### src/rtl/ifu_if.sv
// ifu_if: signal bundle between the instruction fetch unit and its
// surroundings (hazard unit, ID/EX control, CP0, instruction memory and
// the decode stage).
//   master : the fetch unit side (drives fetch address and IF/ID outputs)
//   slave  : the core/memory side (drives control, targets and im_data)
// Signals:
//   stall, npc_sel[1:0], is_jb, jr_target[31:0], exc_req, eret, epc[31:0]
//   im_addr[10:0], im_data[31:0]
//   pc_f, ir_d, pc_d, pc8_d [31:0], bd_d, exc_d, exc_code_d[4:0]
interface ifu_if;
  logic        stall;
  logic [1:0]  npc_sel;
  logic        is_jb;
  logic [31:0] jr_target;
  logic        exc_req;
  logic        eret;
  logic [31:0] epc;
  logic [10:0] im_addr;
  logic [31:0] im_data;
  logic [31:0] pc_f;
  logic [31:0] ir_d;
  logic [31:0] pc_d;
  logic [31:0] pc8_d;
  logic        bd_d;
  logic        exc_d;
  logic [4:0]  exc_code_d;

  modport master (
    input  stall, npc_sel, is_jb, jr_target, exc_req, eret, epc, im_data,
    output im_addr, pc_f, ir_d, pc_d, pc8_d, bd_d, exc_d, exc_code_d
  );

  modport slave (
    output stall, npc_sel, is_jb, jr_target, exc_req, eret, epc, im_data,
    input  im_addr, pc_f, ir_d, pc_d, pc8_d, bd_d, exc_d, exc_code_d
  );
endinterface

### src/rtl/ifu.sv
// ifu: instruction fetch unit for the MIPS core.
// Holds the fetch PC, drives the word address into the asynchronous
// instruction memory, selects the next PC (sequential, branch, jump,
// jump-register, exception vector, eret) and holds the IF/ID register.
// Ports:
//   clk   : clock, all state updates on the rising edge
//   reset : synchronous, active-high
//   bus   : ifu_if.master, control inputs, memory port and IF/ID outputs
module ifu #(
  parameter logic [31:0] PC_RESET   = 32'h0000_3000,
  parameter logic [31:0] EXC_VECTOR = 32'h0000_4180,
  parameter logic [31:0] IM_LO      = 32'h0000_3000,
  parameter logic [31:0] IM_HI      = 32'h0000_4ffc
) (
  input  logic   clk,
  input  logic   reset,
  ifu_if.master  bus
);

  logic [31:0] pcf_q,  pcf_d;
  logic [31:0] irid_q, irid_d;
  logic [31:0] pcid_q, pcid_d;
  logic        bdid_q, bdid_d;
  logic        excid_q, excid_d;

  logic        fault;
  logic [31:0] pcid_plus4;
  logic [31:0] br_target;
  logic [31:0] j_target;
  logic [31:0] seq_pc;
  logic [31:0] sel_pc;

  // AdEL on the current fetch address
  assign fault = (pcf_q[1:0] != 2'b00) | (pcf_q < IM_LO) | (pcf_q > IM_HI);

  assign seq_pc     = pcf_q + 32'd4;
  assign pcid_plus4 = pcid_q + 32'd4;
  assign br_target  = pcid_plus4 + {{14{irid_q[15]}}, irid_q[15:0], 2'b00};
  assign j_target   = {pcid_plus4[31:28], irid_q[25:0], 2'b00};

  // Branch/jump targets come from the instruction in ID; the delay slot is
  // already being fetched, so the redirect lands on the following fetch.
  always_comb begin
    sel_pc = seq_pc;
    unique case (bus.npc_sel)
      2'd0: sel_pc = seq_pc;
      2'd1: sel_pc = br_target;
      2'd2: sel_pc = j_target;
      2'd3: sel_pc = bus.jr_target;
      default: sel_pc = seq_pc;
    endcase
  end

  always_comb begin
    pcf_d   = pcf_q;
    irid_d  = irid_q;
    pcid_d  = pcid_q;
    bdid_d  = bdid_q;
    excid_d = excid_q;
    if (bus.exc_req || bus.eret) begin
      // Flush: IF/ID becomes a bubble, no delay slot after eret
      pcf_d   = bus.exc_req ? EXC_VECTOR : bus.epc;
      irid_d  = '0;
      pcid_d  = pcf_q;
      bdid_d  = 1'b0;
      excid_d = 1'b0;
    end else if (!bus.stall) begin
      pcf_d   = sel_pc;
      irid_d  = fault ? '0 : bus.im_data;
      pcid_d  = pcf_q;
      bdid_d  = bus.is_jb;
      excid_d = fault;
    end
  end

  always_ff @(posedge clk) begin
    if (reset) begin
      pcf_q   <= PC_RESET;
      irid_q  <= '0;
      pcid_q  <= '0;
      bdid_q  <= 1'b0;
      excid_q <= 1'b0;
    end else begin
      pcf_q   <= pcf_d;
      irid_q  <= irid_d;
      pcid_q  <= pcid_d;
      bdid_q  <= bdid_d;
      excid_q <= excid_d;
    end
  end

  assign bus.im_addr    = pcf_q[12:2];
  assign bus.pc_f       = pcf_q;
  assign bus.ir_d       = irid_q;
  assign bus.pc_d       = pcid_q;
  assign bus.pc8_d      = pcid_q + 32'd8;
  assign bus.bd_d       = bdid_q;
  assign bus.exc_d      = excid_q;
  assign bus.exc_code_d = excid_q ? 5'd4 : 5'd0;

endmodule

### src/flat_wrapper.sv
// flat-port wrapper written by rule: the top's interface ports become plain ports
module ifu_flat 
#(
  parameter logic [31:0] PC_RESET   = 32'h0000_3000,
  parameter logic [31:0] EXC_VECTOR = 32'h0000_4180,
  parameter logic [31:0] IM_LO      = 32'h0000_3000,
  parameter logic [31:0] IM_HI      = 32'h0000_4ffc
)
  (clk, reset, bus_stall, bus_npc_sel, bus_is_jb, bus_jr_target, bus_exc_req, bus_eret, bus_epc, bus_im_data, bus_im_addr, bus_pc_f, bus_ir_d, bus_pc_d, bus_pc8_d, bus_bd_d, bus_exc_d, bus_exc_code_d);
  ifu_if bus_i ();
  input  logic clk;
  input  logic reset;
  input wire logic [$bits(bus_i.stall)-1:0] bus_stall;
  input wire logic [$bits(bus_i.npc_sel)-1:0] bus_npc_sel;
  input wire logic [$bits(bus_i.is_jb)-1:0] bus_is_jb;
  input wire logic [$bits(bus_i.jr_target)-1:0] bus_jr_target;
  input wire logic [$bits(bus_i.exc_req)-1:0] bus_exc_req;
  input wire logic [$bits(bus_i.eret)-1:0] bus_eret;
  input wire logic [$bits(bus_i.epc)-1:0] bus_epc;
  input wire logic [$bits(bus_i.im_data)-1:0] bus_im_data;
  output wire logic [$bits(bus_i.im_addr)-1:0] bus_im_addr;
  output wire logic [$bits(bus_i.pc_f)-1:0] bus_pc_f;
  output wire logic [$bits(bus_i.ir_d)-1:0] bus_ir_d;
  output wire logic [$bits(bus_i.pc_d)-1:0] bus_pc_d;
  output wire logic [$bits(bus_i.pc8_d)-1:0] bus_pc8_d;
  output wire logic [$bits(bus_i.bd_d)-1:0] bus_bd_d;
  output wire logic [$bits(bus_i.exc_d)-1:0] bus_exc_d;
  output wire logic [$bits(bus_i.exc_code_d)-1:0] bus_exc_code_d;
  assign bus_i.stall = bus_stall;
  assign bus_i.npc_sel = bus_npc_sel;
  assign bus_i.is_jb = bus_is_jb;
  assign bus_i.jr_target = bus_jr_target;
  assign bus_i.exc_req = bus_exc_req;
  assign bus_i.eret = bus_eret;
  assign bus_i.epc = bus_epc;
  assign bus_i.im_data = bus_im_data;
  assign bus_im_addr = bus_i.im_addr;
  assign bus_pc_f = bus_i.pc_f;
  assign bus_ir_d = bus_i.ir_d;
  assign bus_pc_d = bus_i.pc_d;
  assign bus_pc8_d = bus_i.pc8_d;
  assign bus_bd_d = bus_i.bd_d;
  assign bus_exc_d = bus_i.exc_d;
  assign bus_exc_code_d = bus_i.exc_code_d;
  ifu #(.PC_RESET(PC_RESET), .EXC_VECTOR(EXC_VECTOR), .IM_LO(IM_LO), .IM_HI(IM_HI)) u_core (.clk(clk), .reset(reset), .bus(bus_i));
endmodule
### config.mk
export PLATFORM = sky130hd
export DESIGN_NAME = ifu_flat
export DESIGN_NICKNAME = d
export VERILOG_FILES = /design/src/rtl/ifu_if.sv /design/src/rtl/ifu.sv /design/src/flat_wrapper.sv
export SDC_FILE = /design/constraint.sdc
export NUM_CORES = 1
export LEC_CHECK = 0
export ABC_CLOCK_PERIOD_IN_PS = 6800
export CORE_MARGIN = 8
export CORE_UTILIZATION = 52
export DETAILED_ROUTE_END_ITERATION = 6
export PLACE_DENSITY = 0.92
export SLEW_MARGIN = 10
export SYNTH_ARGS = -nofsm -noshare
export SYNTH_HDL_FRONTEND = slang
export SYNTH_SLANG_ARGS = --single-unit
export TNS_END_PERCENT = 5
### constraint.sdc
create_clock -name clk -period 6.8 [get_ports clk]
set_input_delay 1.7 -clock clk [delete_from_list [all_inputs] [get_ports clk]]
set_output_delay 1.7 -clock clk [all_outputs]
set_load 0.01 [all_outputs]
Word-level counts from Yosys, hierarchy flattened
Cells that the tools add are included.

cells by class
  magnitude comparators = 2
  bitwise gates (word level) = 2
  reduce and logical (&&, ||, !) cells = 4
  mux-type cells = 8
  equal/unequal tests = 4
  $add $sub $neg = 4

operator list
  cell                                                   count
  2-to-1 mux 32 bit                                      6
  case mux 32 bit (4 select lines)                       1
  adder 32 x 3 -> 32 bit, second input constant          2
  adder 32 bit                                           1
  adder 32 x 4 -> 32 bit, second input constant          1
  > comparator 32 x 15 -> 1 bit, second input constant   1
  < comparator 32 x 14 -> 1 bit, second input constant   1
  == test 2 bit, second input constant                   2
  2-to-1 mux 3 bit                                       1
  == test 2 x 1 -> 1 bit, second input constant          1
  zero test 2 bit                                        1
  inequality test 2 x 1 -> 1 bit, second input constant  1
  OR 1 bit                                               2
  nonzero test 2 bit                                     1
  OR reduction 2 bit                                     1
  logical OR 1 bit                                       1

storage, ports and cells
  output and inout port bits = 146
  input port bits = 104
  bits in registers = 98

Depth between registers and ports, before layout
  depth in word-level cells = 5
  depth in mapped cells = 19

Worst setup path before layout
Ideal clock, no wire load.

  path type = reg2out
  start = reg u_core.pcid_q[4] (netlist: u_core.bus.pc_d[4])
  end = out bus_pc8_d[31]
  required time = 5100 ps
  data arrival time = 2046 ps
  cell stages (with the launch flop) = 8
  path buffers = 0
  slack = 3054 ps
  path through = dfxtp_1 ha_1 nand2_1 nor3_2 nand4_1 nor3_1 nand3_1 xnor2_1

between the ends
  word-level cells in the longest chain between the ends = 1

RTL lines
  item                    RTL line            source
  from (decl)             ifu.sv:22           logic [31:0] pcid_q, pcid_d;
  from (signal assigned)  ifu.sv:86           pcid_q <= pcid_d;
  adder 32 x 4 -> 32 bit  ifu.sv:96           assign bus.pc8_d = pcid_q + 32'd8;
  to (decl)               flat_wrapper.sv:25  output wire logic [$bits(bus_i.pc8_d)-1:0] bus_pc8_d;

No other way between the ends.

Worst setup path after layout
  start = reg u_core.pcid_q[3] (netlist: u_core.bus.pc_d[3])
  end = out bus_pc8_d[31]

Same word-level chain as after synthesis.

==> impl_results.md <==
- Nature of the critical path startpoint: register
- Path class of the lowest-slack min-delay path: reg -> reg
- Synth-to-layout area growth: 33.0%
- Syn. warnings: 0
- Iter 0 DRT Violations: 1226
- Via count of the first global-routing pass: 8959
- Library cell contributing the largest single delay on the critical path: clkdlybuf4s50_1
- Worst-Margin Slew: 1230 ps
- Via density: 6.52
- CTS tree: yes
- Number of inserted filler cells in the final layout: 1247
- Required time of the critical path: 5100 ps
- Placed insts: 1417
- Cell breakdown of the critical path: ha_1 > nand2_1 > nor3_2 > nand4_1 > nor3_1 > nand3_1 > xnor2_1 > clkdlybuf4s50_1
- Critical register-to-register path endpoint: u_core.bus.pc_f[21]
- Depth of the worst register-to-register path: 15
- Total overflow reported by the global router: 0
- Slowest Stage Delay on Critical Path: 560 ps
- Reported max-cap violation count: 0
- Smallest setup slack after layout: 1720 ps
- Register Area: 1960 µm²
- Flip-flop and latch count after synthesis: 98
- Number of DRC violations after detailed routing: 19
- Total die area: 19500 µm²
- Fraction of power consumed by the clock network: 0.364
- Gate power share: 0.219
- Area of the mapped netlist: 7940 µm²
- Initial antenna violation count: 0
- Proportion of total power due to net switching: 0.307
- P per Cell Area: 145 nW/µm²
- Startpoint of the most critical setup path: u_core.bus.pc_d[3]
- Initial cell density of the core: 0.526
- Unrepaired setup endpoints after global routing: no
- Leakage dissipation: 3.85 nW
- Share of total power in sequential cells: 0.417
- Run status: finished with violations
- Worst slew margin relative to its limit: 0.180
- Cells taking the most area after synthesis: dfxtp_1 25%, xnor2_1 6.8%, a21oi_1 6.6%
- Maximum clock insertion buffer count: 2
- Final clock skew: 7.02 ps
- I/O pin count: 250
- Area leader, netlist: dfxtp_1
- Vias after detailed routing: 9343
- Mean routed wirelength per cell: 23.0 µm
- Final setup violation count: 0
- Maximum fanout along the worst path: 7
- Global-route usage over all layers: 0.327
- Floorplan core area: 15100 µm²
- Num Clock Sinks: 98
- Multi-input gate area in the final layout: 5430 µm²
- Clock root buffer: clkbuf_16
- Max rail drop VDD: 0.111 mV
- First-pass GRT wire length: 50.9 mm
- Hold Crit Depth: 2
- Later-pin clock latency in the skew report: 360 ps
- Count of mapped cells out of synthesis: 1072
- Weighted congestion at the end of routability-driven global placement: 0.998
- Fraction of the yosys area taken by sequential cells: 0.247
- Maximum number of pins on one net before global-route repair: 58
- Core Rows: 45
- Area share of the largest cell type after synthesis: 0.247
- Final critical-path share of the clock period: 0.748
- Number of buffers created by CTS: 9
- Floorplan die height: 140 µm
- Worst Setup Path Type: reg -> out
- Number of cells in the finished layout apart from fillers: 1434
- Switching power: 0.000472 W
- Port Buffer Count: 245
- Ys flop type: dfxtp_1
- Register-to-register setup slack: 2010 ps
- Net count reported at finish: 1386
- Number of slew-limit violations in the final report: 0
- Capture point of the critical path: bus_pc8_d[31]
- Number of buffers and inverters on the critical path: 1
- HPWL after DPL: 24.8 mm
- Number of hold violations in the final report: 0
- Total negative slack: 0 ps
- Worst r2r src: u_core.bus.pc_d[2]
- Routed wire length: 33.0 mm
- Routed Antenna Nets: 0
- Library cells used by synthesis: 79
- Violated checks: design-rule violations
- Final critical delay including setup and external delays: 5080 ps
- Post-CTS setup buffers: 0
- Die Wd: 140 µm
- Hold-fix buffers at CTS: 0
- Share of final-layout standard cells stronger than drive strength 1: 0.0441
- CTS-repair resized insts: 0
- Number of search-and-repair iterations in the first detailed-routing pass: 7
- Number of logic stages on the critical path including buffering: 8
- Post-synth ARST share: 0
- Kind of capture point of the worst setup path: output port
- Pint: 0.00106 W
- Count of flip-flops with a built-in enable after synthesis: 0
- Achievable frequency: 197 MHz
- Kind of cell adding the most delay to the critical path: simple AND/OR/NAND/NOR gates
- Maximum level of the CTS H-tree: 3
- Crit path arrival time: 3380 ps
- Post-Place Worst Slack: 2090 ps
- Clock-pin slew reported for the worst setup and hold paths after clock tree synthesis: 70 ps
- Mean cell area of the mapped netlist: 7.41 µm²
- Inserted Diodes: 0
[tightest hold or removal path: stages (launching register included)]
cell and delay [ps]:
dfxtp_1 330, mux2i_1 70, nor2_1 70
[worst min path at each step]
| stage | from | endpoint | slack, ps |
|---|---|---|---|
| detailed placement | u_core.bus.bd_d | u_core.bus.bd_d | 490 |
| CTS | u_core.bus.bd_d | u_core.bus.bd_d | 510 |
| floorplan | u_core.bus.pc_d[0] | u_core.bus.pc_d[0] | 500 |
| finish | u_core.bus.bd_d | u_core.bus.bd_d | 500 |
| global placement | u_core.bus.bd_d | u_core.bus.bd_d | 470 |
| global route | u_core.bus.pc_d[1] | u_core.bus.pc_d[1] | 530 |
[cell families after synthesis]
kind of cell / Yosys count / share of synthesized area
buf+inv: 124 / 0.0714
mux: 4 / 0.00520
other cells: 1 / 0.000472
flops: 98 / 0.247
simple gates: 409 / 0.250
xor+xnor: 95 / 0.105
fa+ha+maj: 41 / 0.0656
compound gates: 300 / 0.255
[power groups by stage]
stage	registers [W]	clock network, W	logic [W]
2_1_floorplan	0.000635	0	0.000171
3_3_place_gp	0.000651	0	0.000325
3_5_place_dp	0.000652	0	0.000327
4_1_cts	0.000638	0.000556	0.000330
5_1_grt	0.000643	0.000577	0.000356
6_report	0.000641	0.000558	0.000336
[flip-flops by register name, summed over array words and instances (netlist names)]
register,cells
u_core.bus.ir_d,32
u_core.bus.bd_d,1
u_core.bus.pc_f,32
u_core.bus.pc_d,32
u_core.bus.exc_d,1
[layer usage]
metal  part of all wire  vias to the layer above  global-route usage
met5                  0                        -                   0
met4              0.056                        0               0.186
met3               0.11                      117              0.0701
met2               0.46                      713               0.535
met1               0.37                     4299               0.393
li1                   -                     4214                   -
[area by class of cell]
cell class,count,share of cell area
multi-input cells,853,0.514
flip-flops and latches,98,0.186
repair buffers,258,0.241
well taps,188,0.0223
inverters,21,0.00747
clock buffers,11,0.0230
clock inverters,5,0.00640
[cells in the mapped netlist, types with 11 or more instances]
master and number:
a22oi_1 40, xor2_1 33, buf_2 15, dfxtp_1 98
a221oi_1 20, a21oi_1 105, o21ai_0 24, nor2_1 98
a211oi_1 14, buf_1 12, nand3_1 45, nand4_1 24
and3_1 11, nor3_1 23, a221o_1 12, xnor2_1 62
clkbuf_1 54, buf_4 22, inv_1 19, nand2_1 140
nor4_1 11, ha_1 40
[stage by stage]
| step | util | hold WS [ps] | instance area (µm²) | total power (W) |
|---|---|---|---|---|
| 6_report | 0.700 | 503 | 10600 | 0.00153 |
| 3_5_place_dp | 0.678 | 491 | 10200 | 0.000979 |
| 4_1_cts | 0.699 | 508 | 10500 | 0.00152 |
| 2_1_floorplan | - | 501 | 7950 | 0.000805 |
| 5_1_grt | 0.700 | 534 | 10600 | 0.00158 |
| 3_3_place_gp | 0.678 | 474 | 10200 | 0.000976 |
[layout by cell type, fill, tap and decap left out, drive strengths merged, types with 3 or more instances in the layout]
| master | instances |
|---|---|
| clkdlybuf4s50 | 243 |
| nand2 | 140 |
| a21oi | 105 |
| nor2 | 98 |
| dfxtp | 98 |
| xnor2 | 62 |
| nand3 | 45 |
| a22oi | 40 |
| ha | 40 |
| xor2 | 33 |
| o21ai | 29 |
| nor3 | 26 |
| nand4 | 25 |
| inv | 25 |
| a221oi | 20 |
| a211oi | 16 |
| buf | 15 |
| nor4 | 14 |
| a221o | 12 |
| and3 | 11 |
| clkbuf | 11 |
| a21o | 10 |
| a31oi | 10 |
| o21a | 9 |
| o211ai | 9 |
| a211o | 8 |
| or3 | 7 |
| and4 | 6 |
| nor2b | 5 |
| and2 | 5 |
| o22ai | 5 |
| or2 | 5 |
| nand2b | 4 |
| nand3b | 4 |
| o21bai | 4 |
| a222oi | 4 |
| conb | 4 |
| and2b | 3 |
| nand4b | 3 |
| mux2i | 3 |
(Power assumes the default switching activity.)
